--- src/rtl/button_encoder.sv ---
// ---------------------------------------------------------------------------
// button_encoder
//
// Front end for the game controller's player input port. Each of the four raw
// colour buttons is synchronised, then debounced. Every accepted press of a
// single button is encoded into a 2-bit colour code with a one-cycle valid
// strobe. Chords and presses made while disabled are rejected. The next press
// is only accepted after all buttons have been fully released.
//
// Parameters
//   DEBOUNCE_CYCLES : consecutive stable synchronised cycles needed before a
//                     level change is accepted (>= 2)
//   CNT_W           : debounce counter width, 2**CNT_W > DEBOUNCE_CYCLES-1
//
// Ports
//   clk       : system clock
//   rst_n     : asynchronous, active-low reset
//   btn       : raw buttons, active high, asynchronous to clk; btn[k] = colour k
//   enable    : 1 while the controller is in its input phase
//   btn_code  : colour code of the last accepted press
//   btn_valid : one-cycle strobe, btn_code holds a new press
//   btn_held  : 1 while an accepted or rejected press is still held down
//   btn_chord : one-cycle strobe, several buttons were debounced high together
// ---------------------------------------------------------------------------
module button_encoder #(
    parameter int DEBOUNCE_CYCLES = 20000,
    parameter int CNT_W           = 16
) (
    input  logic       clk,
    input  logic       rst_n,
    input  logic [3:0] btn,
    input  logic       enable,
    output logic [1:0] btn_code,
    output logic       btn_valid,
    output logic       btn_held,
    output logic       btn_chord
);

    typedef enum logic {
        IDLE_S = 1'b0,
        HOLD_S = 1'b1
    } state_t;

    localparam logic [CNT_W-1:0] CNT_MAX = CNT_W'(DEBOUNCE_CYCLES - 1);

    logic [3:0]       sync_meta;
    logic [3:0]       sync_s;
    logic [3:0]       db;
    logic [CNT_W-1:0] cnt [4];

    logic [2:0]       db_count;
    logic [1:0]       db_index;

    state_t           state;
    state_t           state_next;
    logic [1:0]       code_next;
    logic             valid_next;
    logic             chord_next;

    // Two-flop synchroniser followed by a per-bit debounce counter. A bit's
    // debounced level only follows its synchronised level after the two have
    // disagreed on DEBOUNCE_CYCLES consecutive edges; a single cycle of
    // agreement restarts the count, so bounces never get through. The counter
    // is cleared whenever it would otherwise reach its limit, so it cannot wrap.
    always_ff @(posedge clk or negedge rst_n) begin
        if (!rst_n) begin
            sync_meta <= '0;
            sync_s    <= '0;
            db        <= '0;
            for (int k = 0; k < 4; k++) begin
                cnt[k] <= '0;
            end
        end else begin
            sync_meta <= btn;
            sync_s    <= sync_meta;
            for (int k = 0; k < 4; k++) begin
                if (sync_s[k] == db[k]) begin
                    cnt[k] <= '0;
                end else if (cnt[k] == CNT_MAX) begin
                    db[k]  <= sync_s[k];
                    cnt[k] <= '0;
                end else begin
                    cnt[k] <= cnt[k] + CNT_W'(1);
                end
            end
        end
    end

    // Number of debounced buttons currently down, and the colour index that
    // applies when exactly one of them is down.
    always_comb begin
        db_count = 3'(db[0]) + 3'(db[1]) + 3'(db[2]) + 3'(db[3]);
        db_index = 2'd0;
        case (db)
            4'b0010: db_index = 2'd1;
            4'b0100: db_index = 2'd2;
            4'b1000: db_index = 2'd3;
            default: db_index = 2'd0;
        endcase
    end

    // Press FSM. IDLE_S waits for the first debounced press and classifies it
    // as a single press (strobed only when enabled) or a chord. HOLD_S ignores
    // everything until every button has been released, which is what enforces
    // one strobe per press and lets the first button win an overlap.
    always_comb begin
        state_next = state;
        code_next  = btn_code;
        valid_next = 1'b0;
        chord_next = 1'b0;
        case (state)
            IDLE_S: begin
                if (db_count == 3'd1) begin
                    state_next = HOLD_S;
                    if (enable) begin
                        valid_next = 1'b1;
                        code_next  = db_index;
                    end
                end else if (db_count >= 3'd2) begin
                    state_next = HOLD_S;
                    chord_next = 1'b1;
                end
            end
            HOLD_S: begin
                if (db == 4'b0000) begin
                    state_next = IDLE_S;
                end
            end
            default: state_next = IDLE_S;
        endcase
    end

    // FSM state and registered outputs.
    always_ff @(posedge clk or negedge rst_n) begin
        if (!rst_n) begin
            state     <= IDLE_S;
            btn_code  <= 2'd0;
            btn_valid <= 1'b0;
            btn_chord <= 1'b0;
        end else begin
            state     <= state_next;
            btn_code  <= code_next;
            btn_valid <= valid_next;
            btn_chord <= chord_next;
        end
    end

    assign btn_held = (state == HOLD_S);

endmodule

--- config.mk ---
export PLATFORM = sky130hd
export DESIGN_NAME = button_encoder
export DESIGN_NICKNAME = d
export VERILOG_FILES = /design/src/rtl/button_encoder.sv
export SDC_FILE = /design/constraint.sdc
export NUM_CORES = 1
export LEC_CHECK = 0
export BUFFER_PORTS_ARGS = -buffer_cell sky130_fd_sc_hd__buf_4
export CORE_ASPECT_RATIO = 0.5
export CORE_MARGIN = 1
export CORE_UTILIZATION = 60
export DETAILED_ROUTE_END_ITERATION = 10
export HOLD_SLACK_MARGIN = 0.05
export PLACE_DENSITY = 0.77
export SLEW_MARGIN = 20
export SYNTH_ARGS = -nofsm -noshare
export SYNTH_HDL_FRONTEND = slang
export SYNTH_SLANG_ARGS = --single-unit
--- constraint.sdc ---
create_clock -name clk -period 4.8 [get_ports clk]
set_input_delay 0.72 -clock clk [delete_from_list [all_inputs] [get_ports clk]]
set_output_delay 0.72 -clock clk [all_outputs]
set_load 0.02 [all_outputs]
==> results of run 1 <==
-- cell usage after synthesis, types with 5 or more instances --
| cell type | number |
|---|---|
| ha_1 | 9 |
| and4_1 | 7 |
| xnor2_1 | 40 |
| nor3_1 | 14 |
| xor2_1 | 21 |
| nand2_1 | 19 |
| nand4_1 | 23 |
| nor2_1 | 70 |
| nand3_1 | 18 |
| nor4_1 | 14 |
| o21ai_0 | 5 |
| inv_1 | 18 |
| dfrtp_1 | 81 |
| clkbuf_1 | 6 |
-- flip-flops by register name, summed over array words and instances (netlist names) --
| register | cells |
|---|---|
| btn_code | 2 |
| btn_chord | 1 |
| sync_s | 4 |
| btn_held | 1 |
| sync_meta | 4 |
| btn_valid | 1 |
| db | 4 |
| cnt | 64 |
-- power groups by stage --
| stage | clock (mW) | sequential (mW) | combinational, mW |
|---|---|---|---|
| 2_1_floorplan | 0 | 0.715 | 0.0263 |
| 3_3_place_gp | 0 | 0.718 | 0.0418 |
| 3_5_place_dp | 0 | 0.718 | 0.0438 |
| 4_1_cts | 0.745 | 0.706 | 0.0449 |
| 5_1_grt | 0.766 | 0.708 | 0.0508 |
| 6_report | 0.728 | 0.707 | 0.0438 |
-- layout make-up --
| class | count | area (sq um) | share of cell area |
|---|---|---|---|
| inverters | 18 | 67.6 | 0.0156 |
| clock buffers | 10 | 229 | 0.0528 |
| repair buffers | 11 | 82.6 | 0.0190 |
| well taps | 88 | 110 | 0.0254 |
| multi-input cells | 269 | 1730 | 0.399 |
| flip-flops and latches | 81 | 2030 | 0.468 |
| clock inverters | 6 | 91.3 | 0.0211 |
-- per-stage QoR --
step                hold slack (ns)   util  power [mW]
floorplan                     0.331      -       0.742
global placement              0.335  0.652       0.760
detailed placement            0.342  0.652       0.762
CTS                           0.354  0.704        1.50
global route                  0.366  0.704        1.52
finish                        0.349  0.704        1.48
-- kinds of logic (layout without fill, tap and decap cells) --
logic type,after synthesis,in the layout,synth area share
AO/OA/AOI/OAI,9,9,0.0129
XOR/XNOR,61,61,0.138
adder cells (fa/ha/maj),10,10,0.0342
buffers and inverters,28,45,0.0329
flip-flops,81,81,0.522
multiplexers,5,5,0.0161
AND/OR/NAND/NOR,184,184,0.244
-- layer usage --
| metal | share of wire | wire (um) |
|---|---|---|
| met1 | 0.46 | 3240 |
| met2 | 0.49 | 3500 |
| met3 | 0.035 | 251 |
| met4 | 0.015 | 104 |
| met5 | 0 | 0 |
-- how the worst max path moves through the flow --
stage,startpoint,end,slack [ns]
floorplan,db[3],btn_code[0],2.42
detailed placement,db[3],btn_code[0],2.37
global placement,db[3],btn_code[0],2.48
CTS,db[3],btn_code[0],2.35
global route,db[3],btn_code[0],2.19
finish,db[3],btn_code[0],2.33
==> key figures, run 1 <==
Placement
  • Dpl ws: 2.37 ns
  • Placed insts: 467
  • Cell Area, Placed: 0.00402 sq mm
  • Placer congestion estimate: 0.846
  • Count of input and output buffers: 11
  • Detailed placement HPWL: 4730 um

Power
  • Switching power: 0.312 mW
  • Leak: 1.83 nW
  • Seq pwr share: 0.478
  • Combinational cell fraction of total power: 0.030
  • Share of total power in the clock network: 0.492
  • VDD IR max: 283 uV
  • Pwr Density: 341 mW/mm^2
  • Internal power: 1.17 mW
  • Switch share: 0.211

Global route
  • Total GRT Usage: 0.239
  • Antenna violations before repair: 0
  • Global route overflow: 0
  • Vias in the first global route: 2,582
  • First-pass GRT wire length: 12,000 um
  • Grt met1 use: 0.300
  • Pin count of the biggest net entering global routing: 82
  • Gr busiest metal: met2
  • GRT met2 Usage: 0.395
  • Met3 Resource Use GR: 0.0752

Die
  • Die Area: 0.00682 sq mm
  • Starting Density: 0.631
  • Die height: 58.9 um
  • Die Wd: 116 um
  • Core Region: 0.00616 sq mm
  • I/O pin cnt: 12
  • Cell row count: 20

Clock tree
  • Clock H-tree levels: 3
  • # Post-CTS Setup Buffers: 0
  • Clock Path Buffers: 2
  • Hold-fix buffers, CTS: 0
  • Sink Count: 81
  • Clock root buffer master: clkbuf_16
  • Clk slew on worst S/H paths: 0.06 ns
  • Clk_lat worst skew: 0.34 ns
  • Post-cts resize count: 0
  • CTS tree: done
  • CTS buffer count: 9

Cells and area
  • Share of cells above drive strength 1: 0.0886
  • Antenna Cells: 0
  • Nets: 407
  • Layout fillers: 468
  • Commonest non-fill, non-tap cell in the layout: dfrtp_1
  • Finished Layout Cells: 483
  • Final Cell Area: 0.00434 sq mm
  • P&R area growth vs syn: 11.7%
  • Commonest non-fill, non-tap cells in the layout: dfrtp_1 (81), nor2_1 (70), xnor2_1 (40)

Detailed routing
  • Final wirelength: 7100 um
  • Post-route ant nets: 0
  • Per-cell routed wire length: 14.7 um
  • Initial DRC Count: 114
  • Vias per cell: 5.56
  • Drt pass-1 iters: 4
  • Post-route DRC: 0
  • Via count: 2,685

Setup path
  • Crit path depth: 9
  • R2R depth: 9
  • Worst-path maximum fanout: 6
  • Critical path, cell by cell: inv_1, fa_1, inv_1, ha_1, inv_1, ha_1, nor2_1, and4_1, mux2_2
  • Worst reg2reg setup slack: 2.33 ns
  • Bufs and invs on worst path: 3
  • CP delay by family, top: adder cells
  • FF-to-FF End: btn_code[0]
  • CP endpoint kind: register
  • Reg2Reg Launch Point: db[3]
  • Worst path max stage delay: 0.50 ns
  • Most frequent CP cell: inv_1
  • CP max stage cell: dfrtp_1
  • Crit start category: register
  • Critical path class: reg2reg
  • Req. time, crit path: 5.02 ns
  • WP data arrival: 2.69 ns

STA
  • Setup TNS: 0 ns
  • RSZ-0062 raised after global routing: no
  • Final worst slack: 2.33 ns
  • Period utilization: 0.514
  • Final setup violation count: 0
  • Slew headroom: 0.328
  • Layout Skew: 0.00461 ns
  • Tightest Pin Transition: 1.01 ns
  • Max Transition Viols Final: 0
  • Tmin final: 2.47 ns
  • Highest clock rate: 0.405 GHz
  • Hold Vio Cnt, Final: 0

Worst hold path
  • Critical hold path startpoint: sync_meta[3]
  • Min-delay worst type: reg2reg
  • Worst Hold Path Cells: 0
  • Hold Path Sink: sync_s[3]

Logic synthesis
  • Share of the synthesized area in the top cell type: 0.522
  • Post-Synthesis Cells: 378
  • Area leader, netlist: dfrtp_1
  • Syn. warnings: 0
  • Async SR Flop Fraction: 1.00
  • Avg Inst Size Synth: 10.3 sq um
  • Synth area leaders: dfrtp_1 (52%), xnor2_1 (9.0%), nor2_1 (6.8%)
  • Predominant post-synthesis flop cell: dfrtp_1
  • Post-synth cell types: 35
  • Post-synth EDFFs: 0
  • Syn Std Cell Area: 0.00388 sq mm
  • Mapped Nets: 395
  • #FFs+latches synth: 81
  • Seq/Total Area, Yosys: 0.522

Job
  • Max Cap Violations: 0

Outcome
  • Status: complete, no violations
Power figures use the tool's default switching activity.
==> inputs of run 2 (changes only) <==
==> constraint.sdc (replaced) <==
create_clock -name clk -period 2.5 [get_ports clk]
set_input_delay 0.375 -clock clk [delete_from_list [all_inputs] [get_ports clk]]
set_output_delay 0.375 -clock clk [all_outputs]
set_load 0.02 [all_outputs]
==> key figures, run 2 (synthesis results as in run 1) <==
Outcome
  • Status: complete, no violations

Detailed routing
  • Drt pass-1 iters: 4 (unchanged)
  • Vias per cell: 5.67 (+2.0%)
  • Final wirelength: 7030 um (-0.86%)
  • Post-route ant nets: 0 (unchanged)
  • Initial DRC Count: 107 (-6.1%)
  • Via count: 2,761 (+2.8%)
  • Post-route DRC: 0 (unchanged)
  • Per-cell routed wire length: 14.4 um (-1.7%)

Die
  • Die Area: 0.00682 sq mm (unchanged)
  • Starting Density: 0.631 (unchanged)
  • Cell row count: 20 (unchanged)
  • Die height: 58.9 um (unchanged)
  • Die Wd: 116 um (unchanged)
  • Core Region: 0.00616 sq mm (unchanged)
  • I/O pin cnt: 12 (unchanged)

Setup path
  • Crit start category: register
  • WP data arrival: 2.71 ns (+0.02 ns)
  • Worst-path maximum fanout: 4 (-2)
  • Req. time, crit path: 2.73 ns (-2.29 ns)
  • Reg2Reg Launch Point: db[0]
  • Setup crit start: db[0]
  • CP endpoint kind: register
  • Critical path class: reg2reg

Cells and area
  • Share of cells above drive strength 1: 0.103 (+0.0141)
  • Largest register FFs: 64 (unchanged)
  • Commonest non-fill, non-tap cells in the layout: dfrtp_1 (81), nor2_1 (70), xnor2_1 (40)
  • Antenna Cells: 0 (unchanged)
  • P&R area growth vs syn: 12.5%
  • Most flops, register: cnt
  • Final design utilization: 0.710 (+0.00549)
  • Commonest non-fill, non-tap cell in the layout: dfrtp_1
  • Nets: 411 (+0.98%)

Clock tree
  • Clock Path Buffers: 2 (unchanged)
  • Clock root buffer master: clkbuf_16
  • Sink Count: 81 (unchanged)
  • Clk slew on worst S/H paths: 0.06 ns (about the same)
  • Hold-fix buffers, CTS: 0 (unchanged)
  • Clk_lat worst skew: 0.34 ns (about the same)
  • CTS buffer count: 9 (unchanged)
  • Clock H-tree levels: 3 (unchanged)
  • CTS tree: done

STA
  • Layout Skew: 0.00513 ns (+0.000523 ns)
  • Setup TNS: 0 ns (unchanged)
  • Highest clock rate: 0.403 GHz (-0.66%)
  • Slew headroom: 0.563 (+0.235)
  • Tightest Pin Transition: 0.656 ns (-0.352 ns)
  • Final worst slack: 0.0155 ns (-2.32 ns)
  • Final setup violation count: 0 (unchanged)
  • Hold slack: 0.0619 ns (-0.288 ns)
  • Tmin final: 2.48 ns (+0.0163 ns)
  • Period utilization: 0.994 (+0.480)
  • Max Transition Viols Final: 0 (unchanged)
  • Hold Vio Cnt, Final: 0 (unchanged)

Power
  • VDD IR max: 404 uV (+42%)
  • Leak: 1.85 nW (+1.2%)
  • Pwr Density: 640 mW/mm^2 (+88%)

Placement
  • Detailed placement HPWL: 4620 um (-2.2%)
  • Dpl ws: 0.0661 ns (-2.30 ns)
  • Placer congestion estimate: 0.849 (+0.35%)
  • Count of input and output buffers: 11 (unchanged)

Global route
  • Antenna violations before repair: 0 (unchanged)
  • First-pass GRT wire length: 12,200 um (+1.4%)
  • Global route overflow: 0 (unchanged)
  • Vias in the first global route: 2,740 (+6.1%)
  • Pin count of the biggest net entering global routing: 52 (-37%)
  • Total GRT Usage: 0.238 (-0.00149)

Worst hold path
  • Min-delay worst type: in2async

Job
  • Max Cap Violations: 0 (unchanged)
==> run 2: changes by cell type in the layout (fill, tap and decap cells not counted), sizes merged <==
cell / before / now
clkinv: 3 / 1
buf: 11 / 15
inv: 19 / 18
bufinv: 2 / 1
clkbuf: 10 / 14
==> run 2: path summary, 6_finish.rpt <==
path / to / slack, ns / cells after the start
setup / recovery: btn_code[0] / 0.02 / 9
hold / removal: cnt[29] / 0.06 / 1
setup reg to reg: btn_code[0] / 0.02 / 9
hold reg to reg: sync_s[3] / 0.35 / 0
max in group asynchronous: cnt[9] / 1.84 / 2
min in group clk: sync_meta[1] / 0.14 / 1
==> run 2: through the flow <==
stage               std cells  cell area, sq um  total power, mW
detailed placement        470              4050             1.47
CTS                       486              4360             2.82
finish                    487              4370             2.80
floorplan                 378              3880             1.42
global placement          470              4050             1.46
global route              487              4370             2.89
==> run 2: metal layers <==
layer / vias to the layer above / global-route usage / part of all wire
met4: 0 / 0.0824 / 0.015
met1: 1386 / 0.291 / 0.45
li1: 1316 / - / -
met3: 13 / 0.0814 / 0.041
met5: - / 0 / 0
met2: 46 / 0.400 / 0.49
==> run 2: area by class of cell <==
type | instances | area (sq um)
tap | 88 | 110
clock inverter | 2 | 35.0
multi-input combinational | 269 | 1730
sequential | 81 | 2030
fill | 450 | 1790
timing repair buffer | 15 | 125
inverter | 18 | 67.6
clock buffer | 14 | 274
==> run 2: worst max-delay path, cell delays in order (launching register included) <==
cell and delay, ns:
dfrtp_1 0.39, inv_2 0.08, fa_1 0.58, inv_1 0.06, ha_1 0.20, inv_1 0.06, ha_1 0.25, nor2_1 0.16
and4_4 0.27, mux2_2 0.33
==> run 2: what timing repair did <==
action / in CTS / in global routing
endpoints found under the hold margin: 0 / 0
resized for setup: 0 / 4
setup endpoints to repair: 0 / 1
buffers inserted: 0 / 1
==> run 2: where the power goes <==
part	switching, mW	internal, mW	total, mW
combinational	0.0587	0.0302	0.0889
clock	0.498	0.854	1.35
sequential	0.0221	1.33	1.36
total	0.579	2.22	2.80
==> inputs of run 3 (changes only) <==
--- a/config.mk
+++ b/config.mk
@@ -10,7 +10,7 @@
 export CORE_MARGIN = 1
 export CORE_UTILIZATION = 60
 export DETAILED_ROUTE_END_ITERATION = 10
-export HOLD_SLACK_MARGIN = 0.05
+export HOLD_SLACK_MARGIN = 0.12
 export PLACE_DENSITY = 0.77
 export SLEW_MARGIN = 20
 export SYNTH_ARGS = -nofsm -noshare
==> key figures, run 3 (synthesis results as in run 1) <==
Outcome
  • Status: complete, no violations

Setup path
  • Worst-path maximum fanout: 4 (unchanged)
  • Critical path class: reg2reg
  • Bufs and invs on worst path: 3 (unchanged)
  • Req. time, crit path: 2.73 ns (about the same)
  • FF-to-FF End: btn_code[0]
  • CP max stage cell: fa_1
  • Critical path, cell by cell: inv_2, fa_1, inv_1, ha_1, inv_1, ha_1, nor2_1, and4_4, mux2_2
  • Worst path max stage delay: 0.58 ns (about the same)
  • CP delay by family, top: adder cells
  • Worst reg2reg setup slack: 0.01 ns (about the same)
  • Setup crit start: db[0]
  • CP endpoint kind: register
  • Crit start category: register
  • R2R depth: 9 (unchanged)
  • WP data arrival: 2.71 ns (about the same)
  • Reg2Reg Launch Point: db[0]

STA
  • Period utilization: 0.994 (about the same)
  • Layout Skew: 0.00552 ns (+0.000390 ns)
  • Final worst slack: 0.0141 ns (-0.00139 ns)
  • Final setup violation count: 0 (unchanged)
  • Highest clock rate: 0.402 GHz (about the same)
  • Tmin final: 2.49 ns (+0.00139 ns)
  • Slew headroom: 0.557 (-0.00581)
  • Hold Vio Cnt, Final: 0 (unchanged)
  • Setup TNS: 0 ns (unchanged)
  • Max Transition Viols Final: 0 (unchanged)
  • Tightest Pin Transition: 0.665 ns (+0.00872 ns)
  • Hold slack: 0.141 ns (+0.0793 ns)

Cells and area
  • Nets: 412 (+0.24%)
  • Commonest non-fill, non-tap cells in the layout: dfrtp_1 (81), nor2_1 (70), xnor2_1 (40)
  • Most flops, register: cnt
  • Final design utilization: 0.711 (+0.00163)
  • Largest register FFs: 64 (unchanged)
  • Final Cell Area: 0.00438 sq mm (+0.23%)
  • Share of cells above drive strength 1: 0.103 (-0.000257)
  • P&R area growth vs syn: 12.8%
  • Finished Layout Cells: 488 (+0.21%)
  • Antenna Cells: 0 (unchanged)
  • Commonest non-fill, non-tap cell in the layout: dfrtp_1

Clock tree
  • Clk slew on worst S/H paths: 0.06 ns (about the same)
  • CTS tree: done
  • Sink Count: 81 (unchanged)
  • Clock H-tree levels: 3 (unchanged)
  • Clock root buffer master: clkbuf_16
  • CTS buffer count: 9 (unchanged)
  • Clk_lat worst skew: 0.34 ns (about the same)
  • Clock Path Buffers: 2 (unchanged)

Placement
  • Cell Area, Placed: 0.00405 sq mm (unchanged)
  • Count of input and output buffers: 11 (unchanged)
  • Placer congestion estimate: 0.849 (unchanged)
  • Placed insts: 470 (unchanged)
  • Detailed placement HPWL: 4620 um (unchanged)
  • Dpl ws: 0.0661 ns (unchanged)

Detailed routing
  • Drt pass-1 iters: 4 (unchanged)
  • Post-route DRC: 0 (unchanged)
  • Initial DRC Count: 146 (+36%)
  • Per-cell routed wire length: 14.5 um (+0.25%)
  • Final wirelength: 7070 um (+0.45%)
  • Vias per cell: 5.62 (-0.93%)
  • Post-route ant nets: 0 (unchanged)
  • Via count: 2,741 (-0.72%)

Global route
  • First-pass GRT wire length: 12,200 um (+0.17%)
  • Vias in the first global route: 2,754 (+0.51%)
  • Pin count of the biggest net entering global routing: 52 (unchanged)
  • Antenna violations before repair: 0 (unchanged)
  • Global route overflow: 0 (unchanged)
  • Total GRT Usage: 0.238 (about the same)

Worst hold path
  • Worst Hold Path Cells: 1
  • Hold Path Sink: sync_meta[1]
  • Critical hold path startpoint: btn[1]
  • Min-delay worst type: in2reg

Die
  • Die Area: 0.00682 sq mm (unchanged)
  • Die height: 58.9 um (unchanged)
  • Die Wd: 116 um (unchanged)
  • Cell row count: 20 (unchanged)
  • I/O pin cnt: 12 (unchanged)
  • Core Region: 0.00616 sq mm (unchanged)
  • Starting Density: 0.631 (unchanged)

Power
  • VDD IR max: 403 uV (-0.17%)
  • Pwr Density: 639 mW/mm^2 (-0.20%)
  • Leak: 1.85 nW (+0.23%)
  • Total power: 2.80 mW (about the same)

Job
  • Max Cap Violations: 0 (unchanged)
run 3: power breakdown:
part	leakage, nW	switching [mW]	internal [mW]	total [mW]
combinational	0.604	0.0590	0.0313	0.0903
clock	0.153	0.498	0.854	1.35
sequential	1.10	0.0220	1.33	1.36
total	1.85	0.579	2.22	2.80
run 3: worst max-delay path by stage:
stage	slack (ns)	cells past startpoint	endpoint
after global placement	0.19	9	btn_code[0]
after global routing	-0.09	9	btn_code[0]
after detailed placement	0.07	9	btn_code[0]
after floorplan	0.12	10	btn_code[0]
final	0.01	9	btn_code[0]
after CTS	0.07	9	btn_code[0]
run 3: layout make-up:
| class | instances | area (sq um) |
|---|---|---|
| fill | 450 | 1780 |
| clock buffer | 14 | 274 |
| clock inverter | 2 | 35.0 |
| timing repair buffer | 16 | 135 |
| tap | 88 | 110 |
| multi-input combinational | 269 | 1730 |
| sequential | 81 | 2030 |
| inverter | 18 | 67.6 |
run 3: what timing repair did:
item / CTS / global route
setup buffers: 0 / 1
gates resized for setup: 0 / 4
hold buffers: 1 / 0
endpoints found under the hold margin: 50 / 0
endpoints found under the setup margin: 0 / 1
run 3: per-layer routing:
layer  vias up  wire (um)  global-route usage
met5         -          0                   0
met4         0        102              0.0824
met3        11        279              0.0814
met2        37       3480               0.399
met1      1372       3210               0.293
li1       1321          -                   -
